**src/rtl/pc_fetch_ctrl_pkg.sv**
```systemverilog
// Shared types and constants for the instruction-fetch controller.
// Buffer entries carry the fetch PC alongside the instruction word.
package pc_fetch_ctrl_pkg;

  localparam int INST_W = 32;
  localparam int ADDR_W = 32;

  localparam logic [ADDR_W-1:0] RESET_PC_DEF = 32'h0040_0000;
  localparam logic [ADDR_W-1:0] PC_STEP      = 32'd4;
  localparam logic [ADDR_W-1:0] ADDR_MASK    = 32'hFFFF_FFFC;
  localparam logic [1:0]        FIFO_DEPTH   = 2'd2;

  typedef enum logic [1:0] {
    BOOT  = 2'd0,
    FETCH = 2'd1,
    HOLD  = 2'd2,
    DRAIN = 2'd3
  } fetch_state_e;

  typedef struct packed {
    logic [ADDR_W-1:0] pc;
    logic [INST_W-1:0] inst;
  } fetch_ent_t;

endpackage

```
**src/rtl/pc_fetch_ctrl_fetch_fifo.sv**
```systemverilog
// Two-entry FIFO with flush; head is visible combinationally, push-to-head is one cycle.
// The caller never pushes when full; flush wins over same-cycle push/pop.
module fetch_fifo #(
  parameter int W = 64
) (
  input  logic         clk,
  input  logic         rst,
  input  logic         flush,
  input  logic         push,
  input  logic [W-1:0] push_dat,
  input  logic         pop,
  output logic [W-1:0] head_dat,
  output logic [1:0]   cnt,
  output logic [1:0]   cnt_nxt
);

  logic [W-1:0] mem_q [2];
  logic [W-1:0] mem_d [2];
  logic         wr_ptr_q, wr_ptr_d;
  logic         rd_ptr_q, rd_ptr_d;
  logic [1:0]   cnt_q, cnt_d;

  always_comb begin
    mem_d    = mem_q;
    wr_ptr_d = wr_ptr_q;
    rd_ptr_d = rd_ptr_q;
    cnt_d    = cnt_q;
    if (flush) begin
      wr_ptr_d = 1'b0;
      rd_ptr_d = 1'b0;
      cnt_d    = 2'd0;
    end else begin
      if (push) begin
        mem_d[wr_ptr_q] = push_dat;
        wr_ptr_d        = ~wr_ptr_q;
      end
      if (pop) begin
        rd_ptr_d = ~rd_ptr_q;
      end
      cnt_d = cnt_q + {1'b0, push} - {1'b0, pop};
    end
  end

  always_ff @(posedge clk or negedge rst) begin
    if (!rst) begin
      mem_q    <= '{default: '0};
      wr_ptr_q <= 1'b0;
      rd_ptr_q <= 1'b0;
      cnt_q    <= 2'd0;
    end else begin
      mem_q    <= mem_d;
      wr_ptr_q <= wr_ptr_d;
      rd_ptr_q <= rd_ptr_d;
      cnt_q    <= cnt_d;
    end
  end

  assign head_dat = mem_q[rd_ptr_q];
  assign cnt      = cnt_q;
  assign cnt_nxt  = cnt_d;

endmodule

```
**src/rtl/pc_fetch_ctrl.sv**
```systemverilog
// Fetch controller: loads the PC, fetches over req/ack, buffers two tagged words for decode.
// One instruction per cycle with a zero-wait memory; stops requesting while the buffer is full.
module pc_fetch_ctrl
  import pc_fetch_ctrl_pkg::*;
#(
  parameter logic [ADDR_W-1:0] RESET_PC = RESET_PC_DEF
) (
  input  logic              clk,
  input  logic              rst,
  input  logic [ADDR_W-1:0] pc_q,
  output logic [ADDR_W-1:0] pc_d,
  output logic              pc_ena,
  output logic              imem_req,
  output logic [ADDR_W-1:0] imem_addr,
  input  logic              imem_ack,
  input  logic [INST_W-1:0] imem_rdata,
  input  logic              redirect,
  input  logic [ADDR_W-1:0] redirect_pc,
  output logic              inst_valid,
  input  logic              inst_ready,
  output logic [INST_W-1:0] inst,
  output logic [ADDR_W-1:0] inst_pc
);

  fetch_state_e      state_q, state_d;
  logic [ADDR_W-1:0] drain_addr_q, drain_addr_d;
  logic              redir;
  logic              push, pop, flush;
  logic [1:0]        fifo_cnt, fifo_cnt_nxt;
  fetch_ent_t        push_ent, head_ent;

  assign redir    = redirect && (state_q != BOOT);
  assign push_ent = {pc_q, imem_rdata};

  fetch_fifo #(.W($bits(fetch_ent_t))) u_fifo (
    .clk      (clk),
    .rst      (rst),
    .flush    (flush),
    .push     (push),
    .push_dat (push_ent),
    .pop      (pop),
    .head_dat (head_ent),
    .cnt      (fifo_cnt),
    .cnt_nxt  (fifo_cnt_nxt)
  );

  always_ff @(posedge clk or negedge rst) begin
    if (!rst) begin
      state_q      <= BOOT;
      drain_addr_q <= '0;
    end else begin
      state_q      <= state_d;
      drain_addr_q <= drain_addr_d;
    end
  end

  always_comb begin
    state_d      = state_q;
    drain_addr_d = drain_addr_q;
    case (state_q)
      BOOT:  state_d = FETCH;
      FETCH: begin
        // The outstanding request still lands on the old address; remember it for DRAIN.
        if (redir && !imem_ack) begin
          state_d      = DRAIN;
          drain_addr_d = pc_q;
        end else if (!redir && imem_ack && (fifo_cnt_nxt == FIFO_DEPTH)) begin
          state_d = HOLD;
        end
      end
      HOLD:    if (redir || (fifo_cnt_nxt < FIFO_DEPTH)) state_d = FETCH;
      DRAIN:   if (imem_ack) state_d = FETCH;
      default: state_d = BOOT;
    endcase
  end

  // Everything is gated by rst so a mid-fetch reset drops the request without a clock.
  always_comb begin
    pc_ena    = 1'b0;
    pc_d      = '0;
    imem_req  = 1'b0;
    imem_addr = '0;
    push      = 1'b0;
    pop       = 1'b0;
    flush     = 1'b0;
    if (rst) begin
      flush = redir;
      pop   = inst_valid && inst_ready && !redir;
      case (state_q)
        BOOT: begin
          pc_ena = 1'b1;
          pc_d   = RESET_PC & ADDR_MASK;
        end
        FETCH: begin
          imem_req  = 1'b1;
          imem_addr = pc_q;
          if (imem_ack && !redir) begin
            push   = 1'b1;
            pc_ena = 1'b1;
            pc_d   = (pc_q + PC_STEP) & ADDR_MASK;
          end
        end
        DRAIN: begin
          imem_req  = 1'b1;
          imem_addr = drain_addr_q;
        end
        default: ;
      endcase
      if (redir) begin
        pc_ena = 1'b1;
        pc_d   = redirect_pc & ADDR_MASK;
      end
    end
  end

  assign inst_valid = rst && (fifo_cnt != 2'd0);
  assign inst       = rst ? head_ent.inst : '0;
  assign inst_pc    = rst ? head_ent.pc : '0;

endmodule

```
**config.mk**
```make
export PLATFORM = sky130hd
export DESIGN_NAME = pc_fetch_ctrl
export DESIGN_NICKNAME = d
export VERILOG_FILES = /design/src/rtl/pc_fetch_ctrl_pkg.sv /design/src/rtl/pc_fetch_ctrl_fetch_fifo.sv /design/src/rtl/pc_fetch_ctrl.sv
export SDC_FILE = /design/constraint.sdc
export NUM_CORES = 1
export LEC_CHECK = 0
export ABC_AREA = 1
export CAP_MARGIN = 5
export CORE_MARGIN = 3
export CORE_UTILIZATION = 50
export CTS_CLUSTER_DIAMETER = 100
export CTS_CLUSTER_SIZE = 16
export DETAILED_ROUTE_END_ITERATION = 16
export PLACE_DENSITY_LB_ADDON = 0.05
export SLEW_MARGIN = 20
export SYNTH_ARGS = -nofsm -noshare
export SYNTH_HDL_FRONTEND = slang
export SYNTH_SLANG_ARGS = --single-unit
```
**constraint.sdc**
```tcl
create_clock -name clk -period 2.3 [get_ports clk]
set_input_delay 0.46 -clock clk [delete_from_list [all_inputs] [get_ports clk]]
set_output_delay 0.46 -clock clk [all_outputs]
set_load 0.01 [all_outputs]
```
* After elaboration in Yosys (flattened, before gate mapping)
Index checks and enable logic that the tools add are counted.
Storage, ports and cells: input bits 101, output and inout bits 131, word-level logic and storage cells 80, register bits after elaboration 166
Operators by class: equal/unequal tests 7, reduce and logical (&&, ||, !) cells 20, muxes and demuxes 34, bitwise operators 5, add/sub/neg operators 3, magnitude comparators 4
Operators with widths (number):
- 2-to-1 mux 64 bit | 4
- 2-to-1 mux 32 bit | 6
- bitwise mux 128 bit | 1
- case mux 32 bit (2 select lines) | 2
- demux 64 bit (select 1 bit) | 1
- adder 32 x 3 -> 32 bit (second input constant) | 1
- 2-to-1 mux 1 bit | 13
- 2-to-1 mux 2 bit | 5
- logical AND 1 bit | 8
- case mux 2 bit (4 select lines) | 1
- nonzero test 2 bit | 4
- == test 2 bit (second input constant) | 3
- greater-or-equal comparator 2 bit (second input constant) | 2
- != test 2 bit (second input constant) | 2
- inverter 1 -> 2 bit | 2
- AND reduction 2 bit | 2
- != test 3 bit (second input constant) | 1
- inverter 1 bit | 3
- AND reduction 3 bit | 1
- adder 2 x 1 -> 2 bit | 1
- == test 2 x 1 -> 1 bit (second input constant) | 1
- logical NOT 1 bit | 2
- logical NOT 2 bit | 1
- less-than comparator 2 x 1 -> 1 bit (second input constant) | 1
- other kinds (5) | 5

* Logic depth before layout (Yosys ltp)
Gate-level depths: netlist (run 1).
depth in word-level cells 15, depth in mapped cells 18, depth with buffers taken out 17

* Hierarchy
Synthesis (run 1) repeated with hierarchy kept, for this count alone.
Unflattened totals: cells, all modules 1209, area, all modules 9689.3 µm²
Modules (own cells, without submodules):
- fetch_fifo | instances 1, sequential area each 3303.2 µm², area an instance 6093.3 µm², cells each 573
- pc_fetch_ctrl | instances 1, sequential area each 850.8 µm², area an instance 3595.9 µm², cells each 636

* Least setup slack after synthesis (run 1)
Ideal clock, no wire load.
path kind in2out, start input pc_q[2], end output pc_d[28], cell stages on the path 10, required time 1.840 ns, slack 0.230 ns, arrival 1.610 ns, cell sequence ha_1 > nand2_1 > nor2_1 > nand3_1 > nor2_2 > inv_1 > nor2_1 > nand3_1 > nand2_1 > nand2_1
On the way: cells in the longest elaborated chain, start to end 5
RTL lines:
- start: declaration | RTL line pc_fetch_ctrl.sv:10 | input logic [ADDR_W-1:0] pc_q,
- adder 32 x 3 -> 32 bit | RTL line pc_fetch_ctrl.sv:100 | pc_d = (pc_q + PC_STEP) & ADDR_MASK;
- 2-to-1 mux 32 bit | RTL line pc_fetch_ctrl.sv:97 | if (imem_ack && !redir) begin
- case mux 32 bit (2 select lines) | RTL line pc_fetch_ctrl.sv:89 | case (state_q)
- 2-to-1 mux 32 bit | RTL line pc_fetch_ctrl.sv:109 | if (redir) begin
- 2-to-1 mux 32 bit | RTL line pc_fetch_ctrl.sv:86 | if (rst) begin
- end: declaration | RTL line pc_fetch_ctrl.sv:11 | output logic [ADDR_W-1:0] pc_d,
No other way between the ends.

* Worst setup path in the final report (run 1)
start register state_q[1], end output pc_d[30]
On the way: cells in the longest elaborated chain, start to end 8, elaborated cells on any way between the ends 10, those cells by class eq/ne (1); mux (4); reduce/logical (5)
RTL lines:
- start: declaration | RTL line pc_fetch_ctrl.sv:25 | fetch_state_e state_q, state_d;
- start signal: assignment | RTL line pc_fetch_ctrl.sv:52 | state_q <= state_d;
- nonzero test 2 bit | RTL line pc_fetch_ctrl.sv:32 | assign redir = redirect && (state_q != BOOT);
- logical AND 1 bit | RTL line pc_fetch_ctrl.sv:32
- logical NOT 1 bit | RTL line pc_fetch_ctrl.sv:97
- logical AND 1 bit | RTL line pc_fetch_ctrl.sv:97
- 2-to-1 mux 32 bit | RTL line pc_fetch_ctrl.sv:97
- case mux 32 bit (2 select lines) | RTL line pc_fetch_ctrl.sv:89
- 2-to-1 mux 32 bit * | RTL line pc_fetch_ctrl.sv:109
- 2-to-1 mux 32 bit * | RTL line pc_fetch_ctrl.sv:86
Every way passes the cells marked *; elsewhere a longest branch is shown, timed or not.

==> results of run 1 <==
-- sequential cells by signal, summed over array words and instances (netlist names) --
name	count
u_fifo.rd_ptr_q	1
u_fifo.cnt	2
u_fifo.mem_q	128
drain_addr_q	32
u_fifo.wr_ptr_q	1
state_q	2
-- worst max-delay path, stage by stage (launching register included) --
cell and delay (ns):
sky130_fd_sc_hd__dfrtp_1 0.42, sky130_fd_sc_hd__inv_2 0.11, sky130_fd_sc_hd__nand2_4 0.07, sky130_fd_sc_hd__nand2_4 0.09
sky130_fd_sc_hd__nand2_4 0.05, sky130_fd_sc_hd__inv_2 0.07, sky130_fd_sc_hd__nand2_4 0.07, sky130_fd_sc_hd__nor2_8 0.12
sky130_fd_sc_hd__buf_12 0.13, sky130_fd_sc_hd__buf_12 0.14, sky130_fd_sc_hd__nand2_4 0.06, sky130_fd_sc_hd__nand2_2 0.05
sky130_fd_sc_hd__nand2_1 0.05, sky130_fd_sc_hd__nand2_1 0.07, sky130_fd_sc_hd__buf_2 0.13
-- cells by family after synthesis --
kind of cell	synth area share (%)
AO/OA/AOI/OAI	18.6
XOR/XNOR	0.482
adder cells (fa/ha/maj)	0.413
buffers and inverters	9.43
flip-flops	45.7
other	0.0413
AND/OR/NAND/NOR	25.4
-- routing by layer --
metal	vias up	routed length [um]	track usage, %
li1	4653	-	-
met1	4759	12800	39.6
met2	440	15400	51.7
met3	61	2500	6.45
met4	0	711	8.06
met5	-	0	0
-- final cells by class --
type                       instances  area [sq um]
inverter                         101           387
clock buffer                      20           467
multi-input combinational        878          4780
timing repair buffer             436          4040
sequential                       166          4160
fill                            1170          3250
clock inverter                    11           173
tap                              225           282
-- metrics by stage --
stage | setup TNS (ns) | hold WS (ns) | utilization (%)
floorplan | 0 | 0.164 | -
global placement | -24.11 | 0.465 | 72.2
detailed placement | -26.19 | 0.469 | 72.2
CTS | -3.21 | 0.0529 | 78.4
global route | -9.59 | 0.0642 | 81.5
finish | -5.39 | 0.0650 | 81.5
-- cell usage in the layout (no fill, tap or decap), types with 10 or more instances in the layout --
| master | n |
|---|---|
| sky130_fd_sc_hd__o21ai_2 | 67 |
| sky130_fd_sc_hd__nand2_1 | 315 |
| sky130_fd_sc_hd__clkbuf_16 | 19 |
| sky130_fd_sc_hd__nand2_4 | 30 |
| sky130_fd_sc_hd__o21ai_1 | 76 |
| sky130_fd_sc_hd__nor2_1 | 150 |
| sky130_fd_sc_hd__o21ai_0 | 99 |
| sky130_fd_sc_hd__buf_2 | 45 |
| sky130_fd_sc_hd__clkdlybuf4s50_1 | 74 |
| sky130_fd_sc_hd__dlygate4sd2_1 | 72 |
| sky130_fd_sc_hd__nand2_2 | 22 |
| sky130_fd_sc_hd__dfrtp_1 | 165 |
| sky130_fd_sc_hd__nand3_1 | 11 |
| sky130_fd_sc_hd__nand3_2 | 10 |
| sky130_fd_sc_hd__inv_1 | 89 |
| sky130_fd_sc_hd__buf_12 | 27 |
| sky130_fd_sc_hd__a21oi_2 | 27 |
| sky130_fd_sc_hd__buf_4 | 168 |
| sky130_fd_sc_hd__nor2_2 | 13 |
| sky130_fd_sc_hd__buf_6 | 27 |
-- what timing repair did --
item	CTS	global route
cloned	6	2
pin swaps	48	41
setup buffers	28	14
gates resized for setup	498	125
endpoints found under the setup margin	128	72
-- report_power, final --
group,total [W],internal [W],switching [W]
logic,0.00728,0.00335,0.00393
clock network,0.00305,0.00190,0.00115
registers,0.00491,0.00419,0.000721
total,0.0152,0.00944,0.00580
-- path summary, 6_finish.rpt --
| check | startpoint | endpoint | slack, ns | cells past startpoint |
|---|---|---|---|---|
| min in group clk | u_fifo.mem_q[68]$_DFFE_PN0P_ | u_fifo.mem_q[68]$_DFFE_PN0P_ | 0.48 | 2 |
| worst min-delay path | rst | u_fifo.mem_q[107]$_DFFE_PN0P_ | 0.07 | 2 |
| worst min register to register | u_fifo.mem_q[68]$_DFFE_PN0P_ | u_fifo.mem_q[68]$_DFFE_PN0P_ | 0.48 | 2 |
| max in group asynchronous | rst | u_fifo.mem_q[116]$_DFFE_PN0P_ | 1.79 | 4 |
| worst max register to register | state_q[1]$_DFFE_PN0P_ | state_q[0]$_DFFE_PN0P_ | -0.10 | 16 |
| worst max-delay path | state_q[1]$_DFFE_PN0P_ | pc_d[30] | -0.23 | 14 |
==> results.ini, run 1 <==
[yosys]
yosysSeqAreaShare_pct = 45.7
ys_ff_latch = 166
synth-edff-count = 0
async_flop_share_pct = 100
cell_taking_the_most_area_after_synthesis = sky130_fd_sc_hd__dfrtp_1
synthDominantCellAreaShare_pct = 45.7
syn-cell-area_sq_mm = 0.00909
syn_inst = 1217
synthDistinctLibCells = 35
synth_common_cells = sky130_fd_sc_hd__nand2_1 (363), sky130_fd_sc_hd__dfrtp_1 (166), sky130_fd_sc_hd__nor2_1 (166)
syn_avg_cell_area_sq_um = 7.47
synthTopCellsByArea = sky130_fd_sc_hd__dfrtp_1 (46%), sky130_fd_sc_hd__nand2_1 (15%), sky130_fd_sc_hd__nor2_1 (6.9%)
synth_most_common_cell = sky130_fd_sc_hd__nand2_1
synth-warning-count = 0
synth_flop_cell = sky130_fd_sc_hd__dfrtp_1

[setup_path]
worst-setup-path-type = flip-flop to output port
crit_fanout = 7
critPathLaunchType = flip-flop
endpoint_kind = output port
timing.critical_path.required_ns = 1.84
cp_data_arrival_time_ns = 2.07

[final_layout]
fin_area_sq_mm = 0.0143
nets = 1704
drive_above_1_share_pct = 32.3
post_route_non_filler_standard_cell_count = 1837
antenna_diodes = 0
layout-area-overhead-vs-synth_pct = 57.3

[sta]
max_slew_violation_count = 0
fin_crit_sh_pct = 110
slew_headroom_pct = 66.6
setup_slack_ns = -0.227
final.min_clock_period_ns = 2.53
timing.fmax_ghz = 0.396
setup_viol = 61
hold_violations = 0
fin_worst_skew_ns = 0.0110
tightestPinTransition_ns = 0.501
rsz0062_at_grt = true

[clocking]
cts.sink_count = 166
worstSkewPairLatency_ns = 0.42
ctsHoldBuffers = 0
clk_slew_on_worst_s_h_paths_ns = 0.07
cts-root-to-sink-buffers = 2
clock_tree.htree_level_count = 4
tritoncts.num_buffers = 17
cts-root-buf = sky130_fd_sc_hd__clkbuf_16
cts_tree = built

[status]
status = finished, violations left
violations = setup timing

[floorplanning]
core_area_sq_mm = 0.0175
floorplan.initialDensity_pct = 51.8
die_w_um = 141
die-height_um = 141
row_count = 48
top_level_ports = 232
fp.dieArea_sq_mm = 0.0198

[placed_design]
postPlaceCellArea_sq_mm = 0.0127
place_congestion = 0.911
detailed_place_hpwl_mm = 20.8
dp_slack_ns = -0.920
portBuffers = 227
post-place-cells = 1762

[grt]
gr-usage-all-layers_pct = 30.4
grt_first_pass_wirelength_mm = 48.5
number_of_global_route_vias_before_repair = 9593
grt_overflow_total = 0
initial_antenna_violation_count = 0
grt_start_max_net_pins = 63

[power_and_ir_drop]
leakagePower_nw = 7.38
p_total_w = 0.0152
vdd_ir_drop_max_uv = 800
p_per_area_mw_per_mm2 = 1070

[drt]
via_density = 5.40
post-route-drc-count = 0
drt-total-wl_mm = 31.4
first_iter_violations = 813
dr.pass1.iters = 5
route.detailed.wl_per_inst_um = 17.1
number_of_vias_in_the_routed_layout = 9913
route.antenna.remaining_nets = 0

[flow_run]
maxCapViolations = 0

[hold_path]
hold_path.class = input pin to async pin

Power figures use the tool's default switching activity.
==> run 2, diff against run 1 <==
- SETUP_SLACK_MARGIN: not set -> 0.15
==> run 2 against run 1 <==
Against the previous run:
- the run still ends with setup timing left
- global-route usage increased by 0.60 points
- first-iteration DRC count increased by 2.1%
- core utilization increased by 0.34 points
- setup slack improved by 0.015 ns
- sequential cell count unchanged
- clock skew decreased by 0.0048 ns
- critical path depth unchanged
- critical endpoint unchanged
- combinational power increased by 4.7%
- clock power about the same
- critical path type unchanged
==> results.ini, run 2 (synthesized netlist as in run 1, its figures left out) <==
[clocking]
tritoncts.num_buffers = 17  ; unchanged
cts-root-to-sink-buffers = 2  ; unchanged
worstSkewPairLatency_ns = 0.42  ; about the same
ctsHoldBuffers = 0  ; unchanged
clock_tree.htree_level_count = 4  ; unchanged
clk_slew_on_worst_s_h_paths_ns = 0.06  ; about the same
cts-root-buf = sky130_fd_sc_hd__clkbuf_16
cts_tree = built
cts.sink_count = 166  ; unchanged

[sta]
final.min_clock_period_ns = 2.51  ; -0.0149 ns
rsz0062_at_grt = true
fin_worst_skew_ns = 0.00620  ; -0.00478 ns
hold_slack_ns = 0.0605  ; -0.00454 ns
tightestPinTransition_ns = 0.529  ; +0.0287 ns
setup_slack_ns = -0.213  ; +0.0149 ns
fin_crit_sh_pct = 109  ; -0.65 points
max_slew_violation_count = 0  ; unchanged
setup_viol = 64  ; +4.9%
hold_violations = 0  ; unchanged
slew_headroom_pct = 64.7  ; -1.9 points
timing.fmax_ghz = 0.398  ; +0.59%

[final_layout]
most-common-layout-cells = sky130_fd_sc_hd__nand2_1 (313), sky130_fd_sc_hd__dfrtp_1 (165), sky130_fd_sc_hd__buf_4 (165)
nets = 1714  ; +0.59%
drive_above_1_share_pct = 34.8  ; +2.6 points
regMostFlops = u_fifo.mem_q
biggest_regs = u_fifo.mem_q (128), drain_addr_q (32)
multiInputGateArea_sq_mm = 0.00478  ; about the same
final.fill_count = 1142  ; -2.4%
layout.cells.most_common = sky130_fd_sc_hd__nand2_1
largest_reg_flops = 128  ; unchanged
regArea_sq_mm = 0.00416  ; unchanged
layout-area-overhead-vs-synth_pct = 57.9
antenna_diodes = 0  ; unchanged
layout.core_utilization_pct = 81.8  ; +0.34 points

[flow_run]
maxCapViolations = 0  ; unchanged

[setup_path]
critPathLaunchType = flip-flop
timing.critical_path.required_ns = 1.84  ; about the same
endpoint_kind = output port
cp_data_arrival_time_ns = 2.05  ; -0.02 ns
crit_fanout = 7  ; unchanged
worst-setup-path-type = flip-flop to output port

[drt]
via_density = 5.46  ; +1.2%
route.antenna.remaining_nets = 0  ; unchanged
post-route-drc-count = 0  ; unchanged
drt-total-wl_mm = 32.7  ; +4.1%
route.detailed.wl_per_inst_um = 17.7  ; +3.6%
first_iter_violations = 830  ; +2.1%
dr.pass1.iters = 5  ; unchanged
number_of_vias_in_the_routed_layout = 10100  ; +1.8%

[placed_design]
portBuffers = 227  ; unchanged
dp_slack_ns = -0.920  ; unchanged
detailed_place_hpwl_mm = 20.8  ; unchanged
place_congestion = 0.911  ; unchanged

[power_and_ir_drop]
p_per_area_mw_per_mm2 = 1090  ; +2.0%
vdd_ir_drop_max_uv = 754  ; -5.7%
leakagePower_nw = 7.36  ; -0.33%

[grt]
grt_overflow_total = 0  ; unchanged
gr-usage-all-layers_pct = 31.0  ; +0.60 points
initial_antenna_violation_count = 0  ; unchanged
grt_start_max_net_pins = 63  ; unchanged
grt_first_pass_wirelength_mm = 49.5  ; +2.0%
number_of_global_route_vias_before_repair = 9659  ; +0.69%

[hold_path]
hold_path.class = input pin to async pin

[floorplanning]
die_w_um = 141  ; unchanged
fp.dieArea_sq_mm = 0.0198  ; unchanged
die-height_um = 141  ; unchanged
top_level_ports = 232  ; unchanged
floorplan.initialDensity_pct = 51.8  ; unchanged
core_area_sq_mm = 0.0175  ; unchanged
row_count = 48  ; unchanged

[status]
violations = setup timing
status = finished, violations left

run 2: cell count changes in the layout (fill, tap and decap cells not counted), moves of 4 or more:
| cell | delta |
|---|---|
| sky130_fd_sc_hd__buf_6 | +9 |
| sky130_fd_sc_hd__dlygate4sd2_1 | -30 |
| sky130_fd_sc_hd__o21ai_0 | -7 |
| sky130_fd_sc_hd__clkbuf_2 | +21 |
| sky130_fd_sc_hd__o21ai_1 | +7 |
| sky130_fd_sc_hd__nor2_1 | -4 |
| sky130_fd_sc_hd__buf_2 | +4 |
| sky130_fd_sc_hd__buf_8 | +4 |
| sky130_fd_sc_hd__clkdlybuf4s15_2 | +8 |
run 2: worst paths after layout:
check                                                  from                             to  slack (ns)  cells after the start
worst min-delay path                                    rst  u_fifo.mem_q[107]$_DFFE_PN0P_        0.06                      2
worst max register to register       state_q[0]$_DFFE_PN0P_         state_q[0]$_DFFE_PN0P_       -0.18                     17
worst max-delay path                 state_q[0]$_DFFE_PN0P_                       pc_d[30]       -0.21                     14
min in group clk                u_fifo.mem_q[5]$_DFFE_PN0P_    u_fifo.mem_q[5]$_DFFE_PN0P_        0.49                      2
worst min register to register  u_fifo.mem_q[5]$_DFFE_PN0P_    u_fifo.mem_q[5]$_DFFE_PN0P_        0.49                      2
max in group asynchronous                               rst   u_fifo.mem_q[70]$_DFFE_PN0P_        1.71                      4
run 2: final cells by class:
cell class	instances	share of cell area, %
Inverter	101	2.71
Sequential cell	166	29.0
Multi-Input combinational cell	878	33.3
Clock inverter	11	1.20
Clock buffer	20	3.25
Tap cell	225	1.96
Timing Repair Buffer	446	28.6
run 2: timing repair:
item,4_1_cts,5_1_grt
endpoints found under the hold margin,0,0
pin swaps,56,50
cloned,6,1
gates resized for setup,544,168
setup endpoints to repair,131,110
buffers inserted,33,14
run 2: worst max-delay path, stage by stage (launching register included):
cell and delay [ns]:
sky130_fd_sc_hd__dfrtp_1 0.42, sky130_fd_sc_hd__inv_2 0.11, sky130_fd_sc_hd__nand2_4 0.07, sky130_fd_sc_hd__nand2_4 0.09, sky130_fd_sc_hd__nand2_4 0.07, sky130_fd_sc_hd__inv_4 0.06
sky130_fd_sc_hd__nand2_4 0.06, sky130_fd_sc_hd__nor2_8 0.13, sky130_fd_sc_hd__buf_12 0.14, sky130_fd_sc_hd__buf_12 0.13, sky130_fd_sc_hd__nand2_4 0.05, sky130_fd_sc_hd__nand2_2 0.05
sky130_fd_sc_hd__nand2_1 0.05, sky130_fd_sc_hd__nand2_1 0.07, sky130_fd_sc_hd__buf_2 0.13
run 2: power by group:
group / internal [W] / switching (W)
clock: 0.00190 / 0.00115
combinational: 0.00351 / 0.00410
sequential: 0.00419 / 0.000742
total: 0.00961 / 0.00600
run 2: routing by layer:
layer	vias up	share of wire, %	GRT usage (%)
met5	-	0	0
li1	4668	-	-
met4	0	3.1	8.52
met2	515	48	52.5
met3	82	8.9	6.58
met1	4823	40	40.6
run 2: per-stage QoR:
step	total power, W	cells	instance area (sq um)	TNS (ns)
global route	0.0165	1847	14300	-10.22
global placement	0.0110	1762	12700	-24.11
finish	0.0156	1847	14300	-6.80
CTS	0.0148	1832	13800	-2.96
detailed placement	0.0112	1762	12700	-26.19
floorplan	0.00808	1218	9090	0
